File: src/rtl/cntrl_pkg.sv
// Shared types for the bus-computer controller/sequencer: opcodes, one-hot
// T-state ring encoding and the 12-bit control word.
package cntrl_pkg;

  localparam int unsigned OPCODE_W = 4;
  localparam int unsigned TSTATE_W = 6;

  typedef enum logic [OPCODE_W-1:0] {
    OP_LDA = 4'b0000,
    OP_ADD = 4'b0001,
    OP_SUB = 4'b0010,
    OP_OUT = 4'b1110,
    OP_HLT = 4'b1111
  } opcode_e;

  typedef enum logic [TSTATE_W-1:0] {
    T1 = 6'b000001,
    T2 = 6'b000010,
    T3 = 6'b000100,
    T4 = 6'b001000,
    T5 = 6'b010000,
    T6 = 6'b100000
  } tstate_e;

  typedef struct packed {
    logic en_pc;
    logic oe_pc;
    logic load_mar;
    logic oe_ram;
    logic we_ir;
    logic oe_ir;
    logic we_acc;
    logic oe_acc;
    logic sub;
    logic oe_alu;
    logic we_breg;
    logic load_or;
  } ctrl_word_t;

  localparam ctrl_word_t CTRL_NOP = '0;

  // Ring successor; any corrupted encoding falls back to T1.
  function automatic tstate_e next_tstate(input tstate_e t);
    case (t)
      T1:      return T2;
      T2:      return T3;
      T3:      return T4;
      T4:      return T5;
      T5:      return T6;
      default: return T1;
    endcase
  endfunction

endpackage

File: src/rtl/cntrl_decode.sv
// Combinational control-word decode from the current T-state and IR opcode.
module cntrl_decode
  import cntrl_pkg::*;
(
  input  tstate_e              tstate,
  input  logic [OPCODE_W-1:0]  opcode,
  output ctrl_word_t           ctrl_c
);

  opcode_e op_c;
  assign op_c = opcode_e'(opcode);

  always_comb begin
    ctrl_c = CTRL_NOP;
    case (tstate)
      T1: begin
        ctrl_c.oe_pc    = 1'b1;
        ctrl_c.load_mar = 1'b1;
      end
      T2: ctrl_c.en_pc = 1'b1;
      T3: begin
        ctrl_c.oe_ram = 1'b1;
        ctrl_c.we_ir  = 1'b1;
      end
      T4: begin
        case (op_c)
          OP_LDA, OP_ADD, OP_SUB: begin
            ctrl_c.oe_ir    = 1'b1;
            ctrl_c.load_mar = 1'b1;
          end
          OP_OUT: begin
            ctrl_c.oe_acc  = 1'b1;
            ctrl_c.load_or = 1'b1;
          end
          default: ctrl_c = CTRL_NOP;
        endcase
      end
      T5: begin
        case (op_c)
          OP_LDA: begin
            ctrl_c.oe_ram = 1'b1;
            ctrl_c.we_acc = 1'b1;
          end
          OP_ADD, OP_SUB: begin
            ctrl_c.oe_ram  = 1'b1;
            ctrl_c.we_breg = 1'b1;
            ctrl_c.sub     = (op_c == OP_SUB);
          end
          default: ctrl_c = CTRL_NOP;
        endcase
      end
      T6: begin
        case (op_c)
          OP_ADD, OP_SUB: begin
            ctrl_c.oe_alu = 1'b1;
            ctrl_c.we_acc = 1'b1;
            ctrl_c.sub    = (op_c == OP_SUB);
          end
          default: ctrl_c = CTRL_NOP;
        endcase
      end
      default: ctrl_c = CTRL_NOP;
    endcase
  end

endmodule

File: src/rtl/cntrl_sequencer.sv
// Six-state fetch/execute sequencer with sticky halt and run gating.
// Define CNTRL_SINGLE_STEP_EN to advance one T-state per synchronized step edge.
module cntrl_sequencer
  import cntrl_pkg::*;
(
  input  logic                 CLK,
  input  logic                 RESET,
  input  logic                 run,
  input  logic                 step,
  input  logic [OPCODE_W-1:0]  opcode,
  output logic                 en_PC,
  output logic                 OE_PC,
  output logic                 load_MAR,
  output logic                 OE_RAM,
  output logic                 WE_IR,
  output logic                 OE_IR,
  output logic                 WE_Acc,
  output logic                 OE_Acc,
  output logic                 SUB,
  output logic                 OE_ALU,
  output logic                 WE_Breg,
  output logic                 load_OR,
  output logic                 halted,
  output logic [TSTATE_W-1:0]  tstate
);

  tstate_e    tstate_q, tstate_d;
  logic       halted_q, halted_d;
  logic       advance_c;
  ctrl_word_t dec_c;
  ctrl_word_t ctrl_c;

`ifdef CNTRL_SINGLE_STEP_EN
  logic step_s1_q, step_s1_d;
  logic step_s2_q, step_s2_d;
  logic step_prev_q, step_prev_d;
  logic step_rise_c;

  always_comb begin
    step_s1_d   = step;
    step_s2_d   = step_s1_q;
    step_prev_d = step_s2_q;
  end

  always_ff @(posedge CLK or negedge RESET) begin
    if (!RESET) begin
      step_s1_q   <= 1'b0;
      step_s2_q   <= 1'b0;
      step_prev_q <= 1'b0;
    end else begin
      step_s1_q   <= step_s1_d;
      step_s2_q   <= step_s2_d;
      step_prev_q <= step_prev_d;
    end
  end

  // One-cycle pulse per synchronized rising edge, so a held step advances once.
  assign step_rise_c = step_s2_q & ~step_prev_q;
  assign advance_c   = run & ~halted_q & step_rise_c;
`else
  logic unused_step;
  assign unused_step = step;
  assign advance_c   = run & ~halted_q;
`endif

  always_ff @(posedge CLK or negedge RESET) begin
    if (!RESET) begin
      tstate_q <= T1;
      halted_q <= 1'b0;
    end else begin
      tstate_q <= tstate_d;
      halted_q <= halted_d;
    end
  end

  // HLT at T4 sets the flag instead of advancing, freezing the ring at T4.
  always_comb begin
    tstate_d = tstate_q;
    halted_d = halted_q;
    if (advance_c) begin
      if ((tstate_q == T4) && (opcode == OP_HLT)) begin
        halted_d = 1'b1;
      end else begin
        tstate_d = next_tstate(tstate_q);
      end
    end
  end

  cntrl_decode u_decode (
    .tstate (tstate_q),
    .opcode (opcode),
    .ctrl_c (dec_c)
  );

  assign ctrl_c = (RESET && run && !halted_q) ? dec_c : CTRL_NOP;

  assign en_PC    = ctrl_c.en_pc;
  assign OE_PC    = ctrl_c.oe_pc;
  assign load_MAR = ctrl_c.load_mar;
  assign OE_RAM   = ctrl_c.oe_ram;
  assign WE_IR    = ctrl_c.we_ir;
  assign OE_IR    = ctrl_c.oe_ir;
  assign WE_Acc   = ctrl_c.we_acc;
  assign OE_Acc   = ctrl_c.oe_acc;
  assign SUB      = ctrl_c.sub;
  assign OE_ALU   = ctrl_c.oe_alu;
  assign WE_Breg  = ctrl_c.we_breg;
  assign load_OR  = ctrl_c.load_or;
  assign halted   = halted_q;
  assign tstate   = tstate_q;

endmodule

File: config.mk
export PLATFORM = sky130hd
export DESIGN_NAME = cntrl_sequencer
export DESIGN_NICKNAME = d
export VERILOG_FILES = /design/src/rtl/cntrl_pkg.sv /design/src/rtl/cntrl_decode.sv /design/src/rtl/cntrl_sequencer.sv
export SDC_FILE = /design/constraint.sdc
export NUM_CORES = 1
export LEC_CHECK = 0
export BUFFER_PORTS_ARGS = -buffer_cell sky130_fd_sc_hd__clkbuf_2
export CORE_AREA = 4 4 41 43
export CTS_BUF_LIST = sky130_fd_sc_hd__clkbuf_4
export CTS_CLUSTER_DIAMETER = 150
export DETAILED_ROUTE_END_ITERATION = 8
export DIE_AREA = 0 0 45 47
export GPL_ROUTABILITY_DRIVEN = 0
export PLACE_DENSITY = 0.77
export SLEW_MARGIN = 20
export SYNTH_ARGS = -nofsm -noshare
export SYNTH_HDL_FRONTEND = slang
export SYNTH_SLANG_ARGS = --single-unit
export TNS_END_PERCENT = 10
File: constraint.sdc
create_clock -name CLK -period 3.9 [get_ports CLK]
set_input_delay 0 -clock CLK [delete_from_list [all_inputs] [get_ports CLK]]
set_output_delay 0 -clock CLK [all_outputs]
set_load 0.05 [all_outputs]
==> results.md <==
Critical path:
- The largest single stage delay on the critical path is 0.56 ns.
- The source of the worst register-to-register timing path is tstate[4]$_DFFE_PN0P_.
- STA classifies the critical path endpoint as an output pin.
- Along the worst path, the maximum fanout reaches 10.
- In this run the critical register-to-register path is captured at tstate[2]$_DFFE_PN0P_.
- The worst setup path is of the flop to output pin kind.
- The worst-case reg-to-reg path depth is 4.
- On the critical path, the stage with the largest delay is an instance of sky130_fd_sc_hd__or4_4.
- The required time of the worst setup path is 3.90 ns.
- The signal on the critical path passes through or4_4 > or4_4 > nand2b_4 > nor2_2 > clkbuf_2.
- STA puts the critical path data arrival time at 2.24 ns.
- The reg-to-reg setup timing slack is 2.45 ns.
- The kind of launch point of the worst setup path is a flop.
- The most frequent cell on the critical path is sky130_fd_sc_hd__or4_4.

Finish:
- The area growth from synthesis to final layout is 27.08%.
- The register area is 176.4 µm².
- The antenna cell count is 0.
- The fill cell total of the finished layout is 127.
- Of the cells placed in the final design, the portion with a size suffix greater than 1 is 36.63%.
- In the final layout, the multi-input gates occupy 385.4 µm².
- The net count of the finished layout is 110.

STA:
- Setup repair after global routing left no endpoint under its margin.
- The number of pins exceeding their max-slew limit in the final report is 0.
- The part of the cycle the worst path needs is 57.48%.
- The clock arrives with 0.003313 ns of skew.
- The setup-violating endpoint count in the final report is 0.
- The number of hold violations in the final report was 0.
- The transition time at the pin with the least slew margin is 0.3904 ns.
- Headroom to the max-slew limit came out at 73.61%.
- The peak clock frequency supported by timing is 446.1 MHz.
- Subtracting the final worst setup slack from the clock period gives 2.242 ns.
- The post-route setup TNS is 0 ns.

Global route:
- The number of global-route vias before repair was 592.
- For this run the aggregate overflow at the end of global routing stands at 0.
- The maximum number of pins on one net before global-route repair is 12.
- The wire length of the first global-routing pass is 2.435 mm.
- The number of antenna violations at the first check in global routing is 0.
- Global routing used 15.78% of the available tracks across all layers.

Routing:
- The number of nets with antenna violations after routing is 0.
- In this run, the number of DRC markers left after iteration 0 of detailed routing was 4.
- After detailed routing, the average wire length per cell comes to 13.20 µm.
- Across all layers, the routed design uses 658 vias.
- The total DRC errors in the routed layout is 0.
- The per-cell via count in the routed design is 5.672.
- The detailed-router iteration count before antenna repair is 4.
- For this block, the routed nets add up to 1.531 mm of wire.

Synth:
- For this run, the leading register cell type out of synthesis is sky130_fd_sc_hd__dfrtp_1.
- The main combinational cell family by area after synthesis is simple AND/OR/NAND/NOR gates.
- The cell taking the most area after synthesis is sky130_fd_sc_hd__dfrtp_1.
- The count of synthesis-stage warnings from yosys is 0.
- By area the synthesized netlist is led by sky130_fd_sc_hd__dfrtp_1 25%, sky130_fd_sc_hd__nor2_1 5.6%, sky130_fd_sc_hd__a21oi_1 5.0%.
- The synthesized-area fraction occupied by ao, oa, aoi and oai cells is 17.50%.
- Each instance of the synthesized netlist takes up on average 8.116 µm².
- Counting flops and latches in the post-synthesis netlist gives 7.
- The proportion of netlist area held by the largest area contributor is 25.00%.
- Synthesis produced a netlist with a net count of 82.
- Summing the areas of all fa, ha and maj instances in the mapped netlist gives 0% of the synthesized area.
- In the synthesized netlist, mux cells make up 3.333% of the area.
- The share of the Yosys chip area taken by registers is 29.37%.
- By count the netlist is led by 9 x sky130_fd_sc_hd__nor2_1, 7 x sky130_fd_sc_hd__nand2_1, 6 x sky130_fd_sc_hd__a21oi_1, 6 x sky130_fd_sc_hd__dfrtp_1, 4 x sky130_fd_sc_hd__nand2b_1.
- The number of unique standard cell types used by synthesis is 34.
- The number of standard cells after synthesis is 74.
- By instance count, the leading cell after synthesis is sky130_fd_sc_hd__nor2_1.
- The proportion of synthesized flip-flops having asynchronous set or reset is 100.0%.
- The post-synthesis xor/xnor area fraction is 2.917%.
- In this run, synthesis inferred 0 flip-flops with an integrated enable.
- The fraction of the mapped netlist area in simple logic gates is 40.42%.
- The total standard cell area after synthesis is 600.6 µm².

Floorplanning:
- The die is 47 µm tall.
- In this run the core area contains 13 standard-cell rows.
- The top-level I/O count is 27.
- The region available for standard cell placement spans 1301 µm².
- The initial core utilization is 46.15%.
- From left edge to right edge, the die measures 45 µm.
- The area of the die is 2115 µm².

Power and ir drop:
- The design draws 390.3 µW.
- The worst-case IR drop observed on VDD is 0.2970 mV.
- The power per unit of standard cell area is 511.3 nW/µm².
- Summed over all cells, the static leakage comes to 0.3561 nW.

CTS:
- The clock latency reported for the late side of the worst-skew pair is 0.25 ns.
- The maximum buffer depth of the clock tree is 2.
- After clock tree synthesis, the repair step resized 0 gates.
- The number of buffers added to fix hold violations after cts is 2.
- The number of buffers inserted to repair setup after CTS is 0.
- The number of clock sinks is 7.
- TritonCTS built the clock tree.
- In this run the clock root is driven by a sky130_fd_sc_hd__clkbuf_4.
- Clock-pin slew was measured on the worst setup and hold paths at 0.05 ns.
- The number of buffers created by CTS is 3.
- CTS built an H-tree with a depth of 1.

Placed design:
- The number of I/O port buffers is 25.
- Summed over all nets, the half-perimeter wirelength after detailed placement is 1.175 mm.

Run status:
- The run finished with clean final reports.

Worst hold path:
- The worst hold path class is input port to async pin.

Job:
- The number of maximum-capacitance constraint violations is 0.
## report_power, final
| group | total [mW] | switching (mW) | internal (mW) |
|---|---|---|---|
| Clock | 0.0731 | 0.0271 | 0.0460 |
| Combinational | 0.188 | 0.127 | 0.0614 |
| Sequential | 0.129 | 0.0376 | 0.0916 |
## area by class of cell
| cell class | instances | area share, % |
|---|---|---|
| multi-input combinational | 61 | 50.49 |
| sequential | 7 | 23.11 |
| timing repair buffer | 27 | 19.02 |
| clock buffer | 4 | 3.934 |
| tap | 15 | 2.459 |
| inverter | 2 | 0.9836 |
## critical path, delay by kind of cell (launching register included)
family	cells	cell delay, ns
flip-flops	1	0.48
buffers and inverters	1	0.27
AND/OR/NAND/NOR	4	1.23
## metal layers
layer	global-route usage [%]	part of all wire (%)	up-vias
met1	16.78	40	318
met5	0	0	-
met4	7.018	1.8	0
met3	4.981	4.8	4
li1	-	-	322
met2	28.53	53	14
## state kept, by name, summed over array words and instances, names as in the netlist
register	cells
halted	1
tstate	6
## stage by stage
stage / cell area, µm² / util (%) / setup slack [ns] / hold slack, ns / cells
final: 763.2 / 58.65 / 1.658 / 0.1316 / 116
after global placement: 713.2 / 54.81 / 1.947 / -0.1447 / 110
after floorplan: 600.6 / - / 0.7262 / -0.2956 / 74
after detailed placement: 713.2 / 54.81 / 1.935 / -0.1473 / 110
after CTS: 763.2 / 58.65 / 1.653 / 0.1202 / 116
after global routing: 763.2 / 58.65 / 1.577 / 0.1393 / 116
## cells in the final DEF, fill, tap and decap left out, drive strengths merged, types with 2 or more instances in the layout
cell type and instances:
xor2 2, inv 2, clkbuf 29, mux2i 2
nor2 11, a21oi 6, nor4b 2, o31ai 3
or2b 2, or4 2, or3 2, dfrtp 6
a211oi 2, nor4 2, nand2b 5, nor3 2
nand2 7, dlygate4sd3 2
## cells by family (layout without fill, tap and decap cells)
| kind of cell | count (synthesis) | after routing |
|---|---|---|
| simple gates | 41 | 41 |
| compound gates | 16 | 16 |
| mux | 2 | 2 |
| buf+inv | 6 | 33 |
| flops | 7 | 7 |
| xor+xnor | 2 | 2 |
## how the worst max path moves through the flow
stage	startpoint	end	slack (ns)	cells past startpoint
after floorplan	tstate[4]$_DFFE_PN0P_	load_OR	0.73	4
after global placement	tstate[3]$_DFFE_PN0P_	OE_ALU	1.95	5
after detailed placement	tstate[3]$_DFFE_PN0P_	SUB	1.93	4
after CTS	tstate[2]$_DFFE_PN0P_	OE_ALU	1.65	5
after global routing	tstate[2]$_DFFE_PN0P_	SUB	1.58	4
final	tstate[3]$_DFFE_PN0P_	OE_ALU	1.66	5
No activity file was read; power rests on OpenSTA's default activity.
